### src/rtl/instr_cache_pkg.sv
// Shared constants, FSM state type and address field helpers for the
// direct-mapped instruction cache.
package icache_pkg;

  localparam int ADDR_W     = 10;
  localparam int TAG_W      = 3;
  localparam int IDX_W      = 3;
  localparam int OFF_W      = 2;
  localparam int LINE_W     = 128;
  localparam int WORD_W     = 32;
  localparam int NUM_BLOCKS = 1 << IDX_W;
  localparam int BLK_W      = ADDR_W - 4;

  typedef enum logic [1:0] {
    IDLE,
    MEM_READ,
    UPDATE
  } state_e;

  // Byte address layout: {tag, index, word offset, byte offset}.
  function automatic logic [TAG_W-1:0] get_tag(input logic [ADDR_W-1:0] addr);
    return addr[ADDR_W-1 -: TAG_W];
  endfunction

  function automatic logic [IDX_W-1:0] get_index(input logic [ADDR_W-1:0] addr);
    return addr[OFF_W+2 +: IDX_W];
  endfunction

  function automatic logic [OFF_W-1:0] get_offset(input logic [ADDR_W-1:0] addr);
    return addr[2 +: OFF_W];
  endfunction

endpackage

### src/rtl/instr_cache_if.sv
// Core-side fetch port and instruction-memory block port of the cache,
// bundled with a view for the cache (slave) and for its environment (master).
interface instr_cache_if;
  import icache_pkg::*;

  logic [ADDR_W-1:0] pc_addr;
  logic              read;
  logic [WORD_W-1:0] instruction;
  logic              busy_wait;
  logic              im_read;
  logic [BLK_W-1:0]  im_addr;
  logic [LINE_W-1:0] im_readdata;
  logic              im_busywait;

  modport slave (
    input  pc_addr, read, im_readdata, im_busywait,
    output instruction, busy_wait, im_read, im_addr
  );

  modport master (
    output pc_addr, read, im_readdata, im_busywait,
    input  instruction, busy_wait, im_read, im_addr
  );

endinterface

### src/rtl/instr_cache_line_array.sv
// Line storage for the instruction cache: data, tag and valid per line,
// combinational read port and one synchronous write port.
module icache_line_array
  import icache_pkg::*;
(
  input  logic              clk,
  input  logic              rst,
  input  logic [IDX_W-1:0]  rd_idx_i,
  output logic [LINE_W-1:0] rd_data_o,
  output logic [TAG_W-1:0]  rd_tag_o,
  output logic              rd_valid_o,
  input  logic              we_i,
  input  logic [IDX_W-1:0]  wr_idx_i,
  input  logic [TAG_W-1:0]  wr_tag_i,
  input  logic [LINE_W-1:0] wr_data_i
);

  logic [LINE_W-1:0]     data_q [NUM_BLOCKS];
  logic [TAG_W-1:0]      tag_q  [NUM_BLOCKS];
  logic [NUM_BLOCKS-1:0] valid_q;

  always_ff @(posedge clk) begin
    if (rst) begin
      valid_q <= '0;
    end else if (we_i) begin
      valid_q[wr_idx_i] <= 1'b1;
    end
  end

  // NOTE: data and tag arrays are never reset; a cleared valid bit is enough
  // to make stale contents unreachable, and it keeps these as plain RAM.
  always_ff @(posedge clk) begin
    if (we_i) begin
      data_q[wr_idx_i] <= wr_data_i;
      tag_q[wr_idx_i]  <= wr_tag_i;
    end
  end

  assign rd_data_o  = data_q[rd_idx_i];
  assign rd_tag_o   = tag_q[rd_idx_i];
  assign rd_valid_o = valid_q[rd_idx_i];

endmodule

### src/rtl/instr_cache.sv
// Direct-mapped read-only instruction cache: same-cycle hits, and a 4-word
// line fill over the busy_wait handshake on a miss.
module instr_cache
  import icache_pkg::*;
(
  input  logic          clk,
  input  logic          rst,
  instr_cache_if.slave  bus
);

  state_e            state_q, state_d;
  logic [BLK_W-1:0]  miss_addr_q, miss_addr_d;
  logic              seen_busy_q, seen_busy_d;
  logic [LINE_W-1:0] fill_q, fill_d;

  logic [LINE_W-1:0] rd_line;
  logic [TAG_W-1:0]  rd_tag;
  logic              rd_valid;
  logic              hit;
  logic              busy;
  logic              im_read;
  logic              we;
  logic [ADDR_W-1:0] miss_full;

  assign miss_full = {miss_addr_q, 4'b0000};

  icache_line_array u_lines (
    .clk        (clk),
    .rst        (rst),
    .rd_idx_i   (get_index(bus.pc_addr)),
    .rd_data_o  (rd_line),
    .rd_tag_o   (rd_tag),
    .rd_valid_o (rd_valid),
    .we_i       (we && !rst),
    .wr_idx_i   (get_index(miss_full)),
    .wr_tag_i   (get_tag(miss_full)),
    .wr_data_i  (fill_q)
  );

  assign hit = rd_valid && (rd_tag == get_tag(bus.pc_addr));

  // NOTE: registers take non-blocking assignments so every flop samples the
  // pre-edge value of every other flop.
  always_ff @(posedge clk) begin
    if (rst) begin
      state_q     <= IDLE;
      miss_addr_q <= '0;
      seen_busy_q <= 1'b0;
    end else begin
      state_q     <= state_d;
      miss_addr_q <= miss_addr_d;
      seen_busy_q <= seen_busy_d;
    end
  end

  always_ff @(posedge clk) begin
    fill_q <= fill_d;
  end

  // NOTE: every output of this block gets a default first, so no path can
  // leave a value unassigned and infer a latch.
  always_comb begin
    state_d     = state_q;
    miss_addr_d = miss_addr_q;
    seen_busy_d = seen_busy_q;
    fill_d      = fill_q;
    busy        = 1'b0;
    im_read     = 1'b0;
    we          = 1'b0;
    unique case (state_q)
      IDLE: begin
        if (bus.read && !hit) begin
          busy        = 1'b1;
          miss_addr_d = bus.pc_addr[ADDR_W-1:4];
          state_d     = MEM_READ;
        end
      end
      MEM_READ: begin
        busy    = 1'b1;
        im_read = 1'b1;
        // Data is valid only on the falling edge of a busy period we observed.
        if (bus.im_busywait) begin
          seen_busy_d = 1'b1;
        end else if (seen_busy_q) begin
          fill_d  = bus.im_readdata;
          state_d = UPDATE;
        end
      end
      UPDATE: begin
        busy        = 1'b1;
        we          = 1'b1;
        seen_busy_d = 1'b0;
        state_d     = IDLE;
      end
      default: state_d = IDLE;
    endcase
  end

  assign bus.busy_wait   = busy && !rst;
  assign bus.im_read     = im_read;
  assign bus.im_addr     = miss_addr_q;
  assign bus.instruction = (!rst && state_q == IDLE && bus.read && hit)
                         ? rd_line[int'(get_offset(bus.pc_addr)) * WORD_W +: WORD_W]
                         : '0;

endmodule
### src/flat_wrapper.sv
// flat-port wrapper written by rule: the top's interface ports become plain ports
module instr_cache_flat import icache_pkg::*;
  (clk, rst, bus_pc_addr, bus_read, bus_im_readdata, bus_im_busywait, bus_instruction, bus_busy_wait, bus_im_read, bus_im_addr);
  instr_cache_if bus_i ();
  input  logic clk;
  input  logic rst;
  input wire logic [$bits(bus_i.pc_addr)-1:0] bus_pc_addr;
  input wire logic [$bits(bus_i.read)-1:0] bus_read;
  input wire logic [$bits(bus_i.im_readdata)-1:0] bus_im_readdata;
  input wire logic [$bits(bus_i.im_busywait)-1:0] bus_im_busywait;
  output wire logic [$bits(bus_i.instruction)-1:0] bus_instruction;
  output wire logic [$bits(bus_i.busy_wait)-1:0] bus_busy_wait;
  output wire logic [$bits(bus_i.im_read)-1:0] bus_im_read;
  output wire logic [$bits(bus_i.im_addr)-1:0] bus_im_addr;
  assign bus_i.pc_addr = bus_pc_addr;
  assign bus_i.read = bus_read;
  assign bus_i.im_readdata = bus_im_readdata;
  assign bus_i.im_busywait = bus_im_busywait;
  assign bus_instruction = bus_i.instruction;
  assign bus_busy_wait = bus_i.busy_wait;
  assign bus_im_read = bus_i.im_read;
  assign bus_im_addr = bus_i.im_addr;
  instr_cache u_core (.clk(clk), .rst(rst), .bus(bus_i));
endmodule
### config.mk
export PLATFORM = sky130hd
export DESIGN_NAME = instr_cache_flat
export DESIGN_NICKNAME = d
export VERILOG_FILES = /design/src/rtl/instr_cache_pkg.sv /design/src/rtl/instr_cache_if.sv /design/src/rtl/instr_cache_line_array.sv /design/src/rtl/instr_cache.sv /design/src/flat_wrapper.sv
export SDC_FILE = /design/constraint.sdc
export NUM_CORES = 1
export LEC_CHECK = 0
export ABC_AREA = 0
export CELL_PAD_IN_SITES_DETAIL_PLACEMENT = 2
export CELL_PAD_IN_SITES_GLOBAL_PLACEMENT = 2
export CORE_MARGIN = 1.5
export CORE_UTILIZATION = 32
export DETAILED_ROUTE_END_ITERATION = 16
export GPL_ROUTABILITY_DRIVEN = 0
export GPL_TIMING_DRIVEN = 1
export PLACE_DENSITY = 0.6
export SYNTH_ARGS = -nofsm -noshare
export SYNTH_HDL_FRONTEND = slang
export SYNTH_SLANG_ARGS = --single-unit
### constraint.sdc
create_clock -name clk -period 17.37 [get_ports clk]
set_input_delay 3.474 -clock clk [delete_from_list [all_inputs] [get_ports clk]]
set_output_delay 3.474 -clock clk [all_outputs]
set_load 0.03 [all_outputs]
Yosys cells after proc, flatten, opt, wreduce, memory -nomap -nowiden. Memory sizes are Yosys's and may differ from the RTL's. Index checks and enable logic that the tools add are counted.

Register bits after elaboration: 145. Latch bits: 0. Memory bits (writable): 1048. Bits in read-only memories: 0. Bits of input ports: 142. Logic and storage cells: 54. Memories kept: 2.

Add/sub/neg operators: 0. Multipliers: 0. Divide/modulo/power cells: 0. $lt $le $gt $ge: 3. Eq/ne operators: 7. Shifts and indexed selects: 1. Muxes and demuxes: 17. Bitwise operators: 2. Reduce and logical (&&, ||, !) cells: 17.

Memory list: u_core.u_lines.data_q (words 8, width 128, rd ports 1, clocked after Yosys merged registers in 0, write ports 1, RTL line instr_cache_line_array.sv:18) `logic [LINE_W-1:0] data_q [NUM_BLOCKS];`; u_core.u_lines.tag_q (words 8, width 3, rd ports 1, clocked after Yosys merged registers in 0, write ports 1, RTL line instr_cache_line_array.sv:19) `logic [TAG_W-1:0] tag_q [NUM_BLOCKS];`.

Operator list (count): 128-bit by 8-bit indexed part select with 32-bit output (1); 32-bit two-way mux (1); 1-bit logical AND (8); 3-bit by 4-bit less-than comparator with 1-bit output, second input constant (2); 1-bit two-way mux (8); 8-bit bitwise OR (1); 2-bit two-way mux (3); 3-bit AND reduction (2); 2-bit by 1-bit inequality test with 1-bit output, second input constant (2); 2-bit inequality test, second input constant (2); 1-bit case mux with 2 select lines (2); 2-bit case mux with 2 select lines (1); 2-bit AND reduction (2); 1-bit binary-select mux with 3-bit select (1); 1-bit demux with 3-bit select (1); 3-bit equality test (1); 3-bit by 1-bit >= comparator with 1-bit output, second input constant (1); 2-bit by 1-bit equality test with 1-bit output, second input constant (1); 2-bit equality test, second input constant (1); 1-bit zero test (2); 2-bit zero test (1); 2-bit nonzero test (1); 2-bit OR reduction (1); 1-bit inverter (1).

Depth between registers and ports, before layout. Gate-level depths: netlist of run 1.

Depth after elaboration: 8. Mapped depth: 10.

Modules after synthesis. Synthesis of run 1 repeated with hierarchy kept, for this count alone.

Cells, all modules: 1817. Area, all modules: 45692.6 um2.

By module, submodules not included: icache_line_array (instances 1, cells each 1560, area an instance 40326.2 um2); instr_cache (instances 1, cells each 257, area an instance 5366.4 um2).

Least setup slack after synthesis of run 1. Ideal clock, no wire load.

Kind: input -> register. From: input port rst. To: memory u_core.u_lines.data_q[0][0], enable pin. Arrival time: 12.855 ns. Data required time: 16.586 ns. Setup slack: 3.731 ns. Cell stages on the path: 2. Buffers on the path: 0. Cell sequence: or3b_2 > nor3_1.

Word-level cells in the longest chain between the ends: 4.

Ends and longest elaborated chain: start, declared (RTL line flat_wrapper.sv:6) `input logic rst;`; 1-bit zero test (RTL line instr_cache.sv:34) `.we_i (we && !rst),`; 1-bit logical AND (RTL line instr_cache.sv:34); 1-bit two-way mux (RTL line instr_cache_line_array.sv:33) `if (we_i) begin`; 1-bit two-way mux (implied by the code) (RTL line instr_cache_line_array.sv:34) `data_q[wr_idx_i] <= wr_data_i;`; end, declared (RTL line instr_cache_line_array.sv:18).

Every way passes these cells.

Worst setup path after layout of run 1.
From: input port bus_pc_addr[4]. To: output port bus_instruction[0].

Word-level cells in the longest chain between the ends: 5. Elaborated cells between the ends (all ways): 9.

Ends and longest elaborated chain: start, declared (RTL line flat_wrapper.sv:7) `input wire logic [$bits(bus_i.pc_addr)-1:0] bus_pc_addr;`; parallel branches: the longest is 4 deep, another holds memory 8 x 128 bit; 32-bit two-way mux * (RTL line instr_cache.sv:103) `? rd_line[int'(get_offset(bus.pc_addr)) * WORD_W +: WORD_W]`; end, declared (RTL line flat_wrapper.sv:11) `output wire logic [$bits(bus_i.instruction)-1:0] bus_instruction;`.

Every way passes the cells marked *. The select of a mux whose other input is x is not followed.

==> metrics.md, run 1 <==
| Metric | Value |
|---|---|
| Most frequent cell after synthesis | `edfxtp_1` |
| Total gr overflow | `0` |
| Setup crit end kind | `output port` |
| Antenna-violating nets left | `0` |
| CP Data Required Time | `13.90 ns` |
| Drt first-iter violations | `1688` |
| Total Routing Usage GR | `0.160` |
| Total Wirelength | `roughly 110000 um` |
| Drt pass-1 iters | `5` |
| Syn-to-layout area delta | `18.4%` |
| Crit start category | `input pin` |
| Fraction of layout cells with a size suffix above 1 | `0.239` |
| Rel. slew slack | `0.205` |
| Post-layout minimum cycle time | `~12 ns` |
| #FFs+latches synth | `1193` |
| CTS max path bufs | `3` |
| # clock sinks | `around 1200` |
| Final Instance Area | `around 53000 um2` |
| CTS resizes | `0` |
| Via count | `between 20000 and 25000` |
| Static leakage | `~16 nW` |
| Top cell type's share of synthesized area | `0.791` |
| Slew Limit Fails | `0` |
| Post-CTS Setup Repair Bufs | `0` |
| Setup ws final | `~5.6 ns` |
| Worst-Skew Late Latency | `between 0.7 and 0.8 ns` |
| Routed length on met3 | `around 4800 um` |
| Vias in the first global route | `~23000` |
| Mapped cell area | `between 40000 and 50000 um2` |
| Worst VDD drop | `0.0675 mV` |
| Hold_ws | `0.488 ns` |
| Initial antenna violation count | `4` |
| Mapped Cells | `about 1900` |
| Initial Utilization | `0.323` |
| Port Buf Inserts | `around 180` |
| Max Used Layer | `met4` |
| Clk slew on worst S/H paths | `about 0.060 ns` |
| Sequential share of the synthesized area | `0.799` |
| Crit path DAT | `8.32 ns` |
| Switching pwr | `1.30 mW` |
| Largest cells by area after synthesis | `edfxtp_1 79%, mux4_2 15%, mux2i_1 1.1%` |
| EDFF count, synth | `1176` |
| Least-Margin Pin Slew | `between 1 and 1.5 ns` |
| Met1 Wirelength | `slightly above 50000 um` |
| Layout net count | `between 2000 and 2500` |
| Post-synth top cells | `1176 x edfxtp_1, 294 x mux4_2, 63 x nor2_1` |
| Crit-path max FO | `108` |
| Pwr Density | `between 100 and 150 nW/um2` |
| Post-route DRC | `0` |
| Switching share of total power | `0.210` |
| Clock root buffer | `clkbuf_16` |
| Total CTS buffers | `132` |
| Register share of total power | `0.515` |
| TNS Setup | `0 ns` |
| Post-synth top flop | `edfxtp_1` |
| Fin. Hold Viols | `0` |
| Rows | `around 140` |
| H-tree levels | `4` |
| Die H | `between 300 and 400 um` |
| Worst slack, placed | `approximately 5.4 ns` |
| Synth warn | `0` |
| Distinct cells, synth | `30` |
| Combinational share of power | `0.043` |
| Final setup skew | `around 0.026 ns` |
| Placement Cell Area | `roughly 49000 um2` |
| CORE AREA | `about 140000 um2` |
| Placed cell count | `3842` |
| Post-CTS Hold Fix Bufs | `0` |
| Fmax | `roughly 0.085 GHz` |
| RSZ-0062 raised after global routing | `false` |
| Clock Power Share | `0.441` |
| Critical path class | `in -> out` |
| Synth Net Count | `between 2000 and 2500` |
| Post-DP HPWL | `61300 um` |
| Endpoints failing setup | `0` |
| DR WL/cell | `roughly 28 um` |
| First-pass GRT wire length | `162000 um` |
| Syn_area_per_cell | `between 20 and 25 um2` |
| Cell Int Power | `a little under 5 mW` |
| Met2 WL | `55100 um` |
| Async S/R FF share, synth | `0` |
| Largest net degree at the start of global routing | `110` |
| Number of vias per cell | `~4.9` |
| Max Cap Viol | `0` |
| Finished Layout Cells | `4076` |
| CTS tree | `done` |
| ANT cells | `0` |
| Die width | `376 um` |
| Run status | `completed` |
| Die area | `142000 um2` |
| Cell taking the most area after synthesis | `edfxtp_1` |
| Hold Crit Class | `reg -> reg` |
| Fin crit share | `0.679` |
| Number of fillers in the final layout | `~13000` |
| Io pins | `~180` |
state kept, by name, indices dropped and copies added, names as in the netlist:
signal and cells:
u_core.u_lines.data_q 1024, u_core.fill_q 128, u_core.u_lines.tag_q 24, u_core.u_lines.valid_q 8, u_core.bus.im_addr 6, u_core.state_q 2, u_core.seen_busy_q 1
path summary, 6_finish.rpt:
check,start,to,slack [ns],cells past startpoint
min reg2reg,u_core.seen_busy_q,u_core.seen_busy_q,0.49,2
min,u_core.seen_busy_q,u_core.seen_busy_q,0.49,2
max reg2reg,u_core.state_q[0],u_core.u_lines.data_q[5][41],13.64,6
max,bus_pc_addr[4],bus_instruction[0],5.58,10
final cells by class:
| cell class | instances | area (um2) | share of cell area |
|---|---|---|---|
| sequential | 1193 | 35700 | 0.675 |
| multi-input combinational | 566 | 8540 | 0.162 |
| clock buffer | 166 | 3520 | 0.0666 |
| tap | 1863 | 2330 | 0.0441 |
| timing repair buffer | 216 | 2120 | 0.0400 |
| clock inverter | 68 | 659 | 0.0125 |
| inverter | 4 | 15.0 | 0.000284 |
cell families (layout without fill, tap and decap cells):
| logic type | Yosys count | count (layout) | share of synthesized area |
|---|---|---|---|
| mux | 346 | 346 | 0.160 |
| simple gates | 112 | 112 | 0.0122 |
| buf+inv | 102 | 454 | 0.0111 |
| flops | 1193 | 1193 | 0.799 |
| xor+xnor | 3 | 3 | 0.000757 |
| fa+ha+maj | 5 | 5 | 0.00140 |
| compound gates | 100 | 100 | 0.0155 |
power groups by stage:
| stage | logic, mW | registers [mW] | clock network [mW] |
|---|---|---|---|
| after floorplan | 0.159 | 3.24 | 0 |
| after global placement | 0.269 | 3.24 | 0 |
| final | 0.267 | 3.19 | 2.73 |
| after CTS | 0.275 | 3.19 | 2.81 |
| after detailed placement | 0.273 | 3.25 | 0 |
| after global routing | 0.287 | 3.19 | 2.90 |
worst max-delay path: stages:
cell and delay [ns]:
buf_8 0.54, buf_12 0.73, mux2i_1 0.20, mux4_2 0.55
xor2_1 0.31, nand4_2 0.20, or3_2 0.48, buf_4 0.33
nor2_1 0.56, clkdlybuf4s50_1 0.78
cells in the final DEF, fill, tap and decap left out, drive strengths merged:
master / synthesis / final
a21oi: 32 / 32
nand2: 3 / 3
ha: 5 / 5
a311oi: 2 / 2
nand4: 1 / 1
bufinv: 0 / 11
o221ai: 1 / 1
nand3b: 2 / 2
a41oi: 1 / 1
mux4: 294 / 294
nor3: 3 / 3
buf: 53 / 41
clkbuf: 45 / 167
nand2b: 6 / 6
clkinv: 0 / 43
a211oi: 62 / 62
or3: 1 / 1
or3b: 1 / 1
clkinvlp: 0 / 1
mux2: 1 / 1
xor2: 3 / 3
o21bai: 1 / 1
clkdlybuf4s50: 0 / 174
inv: 4 / 17
edfxtp: 1176 / 1176
nor2: 63 / 63
o21ai: 1 / 1
dfxtp: 17 / 17
nor2b: 32 / 32
mux2i: 51 / 51
metrics by stage:
step / util / total power [mW]
floorplan: - / 3.40
global placement: 0.353 / 3.51
detailed placement: 0.353 / 3.52
CTS: 0.383 / 6.27
global route: 0.383 / 6.37
finish: 0.383 / 6.18
per-layer routing:
layer,vias to the layer above,track usage
met5,-,0
met4,0,0.0462
met3,130,0.0293
met2,462,0.261
met1,11031,0.219
li1,8449,-
Power figures use the tool's default switching activity.
==> inputs of run 2 (changes only) <==
==> constraint.sdc (replaced) <==
create_clock -name clk -period 11.7 [get_ports clk]
set_input_delay 2.34 -clock clk [delete_from_list [all_inputs] [get_ports clk]]
set_output_delay 2.34 -clock clk [all_outputs]
set_load 0.03 [all_outputs]
==> metrics.md, run 2 (synthesis gave the netlist of run 1 again) <==
| Metric | Value |
|---|---|
| H-tree levels | `3 (-1)` |
| Antenna-violating nets left | `0 (unchanged)` |
| Hold Crit Class | `reg -> reg` |
| Worst VDD drop | `0.131 mV (+94%)` |
| Final Instance Area | `52500 um2 (-0.65%)` |
| Pwr Density | `169 nW/um2 (+45%)` |
| Clock Power Share | `0.423 (-0.018)` |
| Initial Utilization | `0.323 (unchanged)` |
| Via count | `20076 (+0.020%)` |
| Die area | `142000 um2 (unchanged)` |
| Busiest metal layer after global routing | `met2` |
| Met2 GRT Util | `0.265 (+0.00361)` |
| Worst reg2reg path startpoint | `u_core.state_q[0]` |
| Cell Chain, Critical Path | `buf_8 -> buf_4 -> mux4_2 -> nor2b_1 -> a211oi_1 -> a211oi_1 -> a21oi_1 -> nor2_1 -> clkdlybuf4s50_1` |
| Number of fillers in the final layout | `12895 (+0.054%)` |
| Fin. Hold Viols | `0 (unchanged)` |
| Min-delay src | `u_core.u_lines.valid_q[3]` |
| Largest Register | `u_core.u_lines.data_q` |
| Endpoints failing setup | `0 (unchanged)` |
| CORE AREA | `138000 um2 (unchanged)` |
| Drt first-iter violations | `1472 (-13%)` |
| GRT met1 Usage | `0.217 (-0.00173)` |
| Least-Margin Pin Slew | `1.13 ns (-0.0556 ns)` |
| Static leakage | `16.0 nW (-1.2%)` |
| First-pass GRT wire length | `164000 um (+1.2%)` |
| CP max-delay cell | `a211oi_1` |
| Die width | `376 um (unchanged)` |
| Fmax | `~0.11 GHz` |
| Port Buf Inserts | `179 (unchanged)` |
| Rel. slew slack | `0.242 (+0.0373)` |
| Register share of total power | `0.532 (+0.017)` |
| Drt pass-1 iters | `5 (unchanged)` |
| # clock sinks | `1193 (unchanged)` |
| Setup crit end kind | `output port` |
| Reg2Reg Depth | `6 (unchanged)` |
| Post-CTS Hold Fix Bufs | `0 (unchanged)` |
| Clk slew on worst S/H paths | `0.06 ns (about the same)` |
| Total CTS buffers | `120 (-9.1%)` |
| Area of the multi-input gates | `8550 um2 (+0.15%)` |
| Post-route DRC | `0 (unchanged)` |
| Crit-path max FO | `75 (-31%)` |
| Largest regs | `u_core.u_lines.data_q: 1024 flops, u_core.fill_q: 128 flops, u_core.u_lines.tag_q: 24 flops` |
| Post-DP HPWL | `62000 um (+1.2%)` |
| CP Data Required Time | `9.36 ns (-4.54 ns)` |
| Final setup skew | `0.0165 ns (-0.00957 ns)` |
| Crit-path max cell delay | `0.93 ns (+0.15 ns)` |
| Worst-Skew Late Latency | `0.74 ns (about the same)` |
| Total Wirelength | `114000 um (+1.3%)` |
| Fin crit share | `0.762` |
| Slew Limit Fails | `0 (unchanged)` |
| Final core occ | `0.380 (-0.00248)` |
| Crit start category | `input pin` |
| Max reg flops | `1024 (unchanged)` |
| Setup ws final | `2.79 ns (-2.79 ns)` |
| Post-CTS Setup Repair Bufs | `0 (unchanged)` |
| Combinational share of power | `0.045 (+0.002)` |
| Critical path class | `in -> out` |
| M3 GR Usage | `0.0275 (-0.00183)` |
| CTS resizes | `0 (unchanged)` |
| Initial antenna violation count | `10 (+6)` |
| Commonest non-fill, non-tap cells in the layout | `1176 x edfxtp_1, 294 x mux4_2, 174 x clkdlybuf4s50_1` |
| Worst Hold Depth | `2 (unchanged)` |
| Clock root buffer | `clkbuf_16` |
| Total Routing Usage GR | `0.161 (+0.000896)` |
| Fraction of layout cells with a size suffix above 1 | `0.235 (-0.00316)` |
| Critical Path Most Common Cell | `a211oi_1` |
| Largest net degree at the start of global routing | `108 (-1.8%)` |
| Switching pwr | `1.90 mW (+47%)` |
| Run status | `completed` |
| RSZ-0062 raised after global routing | `false` |
| Finished Layout Cells | `4062 (-0.34%)` |
| Total gr overflow | `0 (unchanged)` |
| FF-to-FF setup slack | `8.03 ns (-5.61 ns)` |
| Switching share of total power | `0.214 (+0.00411)` |
| CTS max path bufs | `3 (unchanged)` |
| Critical R2R Capture | `u_core.u_lines.data_q[5][48]` |
| Syn-to-layout area delta | `17.6%` |
| Die H | `376 um (unchanged)` |
| Vias in the first global route | `22778 (+0.68%)` |
| Rows | `136 (unchanged)` |
| Layout net count | `2245 (-0.66%)` |
| Sequential cell area | `35700 um2 (unchanged)` |
| Placed cell count | `3839 (-0.078%)` |
| Max Cap Viol | `0 (unchanged)` |
| Post-layout minimum cycle time | `8.91 ns` |
| Cell Int Power | `6.99 mW (+43%)` |
| DR WL/cell | `28.1 um (+1.6%)` |
| Placement Cell Area | `48700 um2 (about the same)` |
| CTS tree | `done` |
| Worst slack, placed | `2.79 ns (-2.62 ns)` |
| Number of vias per cell | `4.94 (+0.36%)` |
| Most common cell after layout, fill and taps aside | `edfxtp_1` |
| Hold EP | `u_core.u_lines.valid_q[3]` |
| TNS Setup | `0 ns (unchanged)` |
| Crit path DAT | `6.57 ns (-1.75 ns)` |
| Io pins | `182 (unchanged)` |
## run 2: changes by cell type in the layout (fill, tap and decap cells not counted), sizes merged
cell      before  now
clkbuf       167  145
clkinvlp       1    5
bufinv        11   10
diode          0    3
inv           17    9
clkinv        43   56
buf           41   38
## run 2: area by class of cell
type                       count  share of cell area
clock inverter                76              0.0128
sequential                  1193               0.679
clock buffer                 144              0.0593
antenna                        3            0.000143
inverter                       4            0.000286
timing repair buffer         213              0.0408
tap                         1863              0.0444
multi-input combinational    566               0.163
## run 2: power by group through the flow
| stage | registers [mW] | logic, mW | clock network [mW] |
|---|---|---|---|
| floorplan | 4.82 | 0.236 | 0 |
| CTS | 4.73 | 0.414 | 3.87 |
| detailed placement | 4.82 | 0.410 | 0 |
| global route | 4.73 | 0.433 | 3.99 |
| global placement | 4.81 | 0.404 | 0 |
| finish | 4.73 | 0.403 | 3.76 |
## run 2: worst max-delay path, delay by kind of cell
family,cells,cell delay [ns]
buffers and inverters,3,2.09
AOI/OAI and AO/OA,3,1.11
muxes,1,0.35
and+or+nand+nor,2,0.48
## run 2: how the worst max path moves through the flow
stage / slack (ns) / start / to
CTS: 2.75 / bus_pc_addr[4] / bus_instruction[20]
detailed placement: 2.79 / bus_pc_addr[4] / bus_instruction[20]
global route: 2.53 / bus_pc_addr[4] / bus_instruction[20]
finish: 2.79 / bus_pc_addr[5] / bus_instruction[20]
global placement: 2.81 / bus_pc_addr[4] / bus_instruction[20]
floorplan: 2.75 / rst / u_core.u_lines.data_q[1][0]
## run 2: stage by stage
| step | hold slack, ns | power [mW] |
|---|---|---|
| floorplan | 0.435 | 5.05 |
| global placement | 0.448 | 5.22 |
| detailed placement | 0.463 | 5.23 |
| CTS | 0.477 | 9.01 |
| global route | 0.516 | 9.16 |
| finish | 0.477 | 8.89 |
## run 2: layer usage
metal | vias up | share of wire | wire (um)
li1 | 8414 | - | -
met1 | 10997 | 0.43 | 49600
met2 | 518 | 0.49 | 56200
met3 | 147 | 0.048 | 5480
met4 | 0 | 0.024 | 2750
met5 | - | 0 | 0
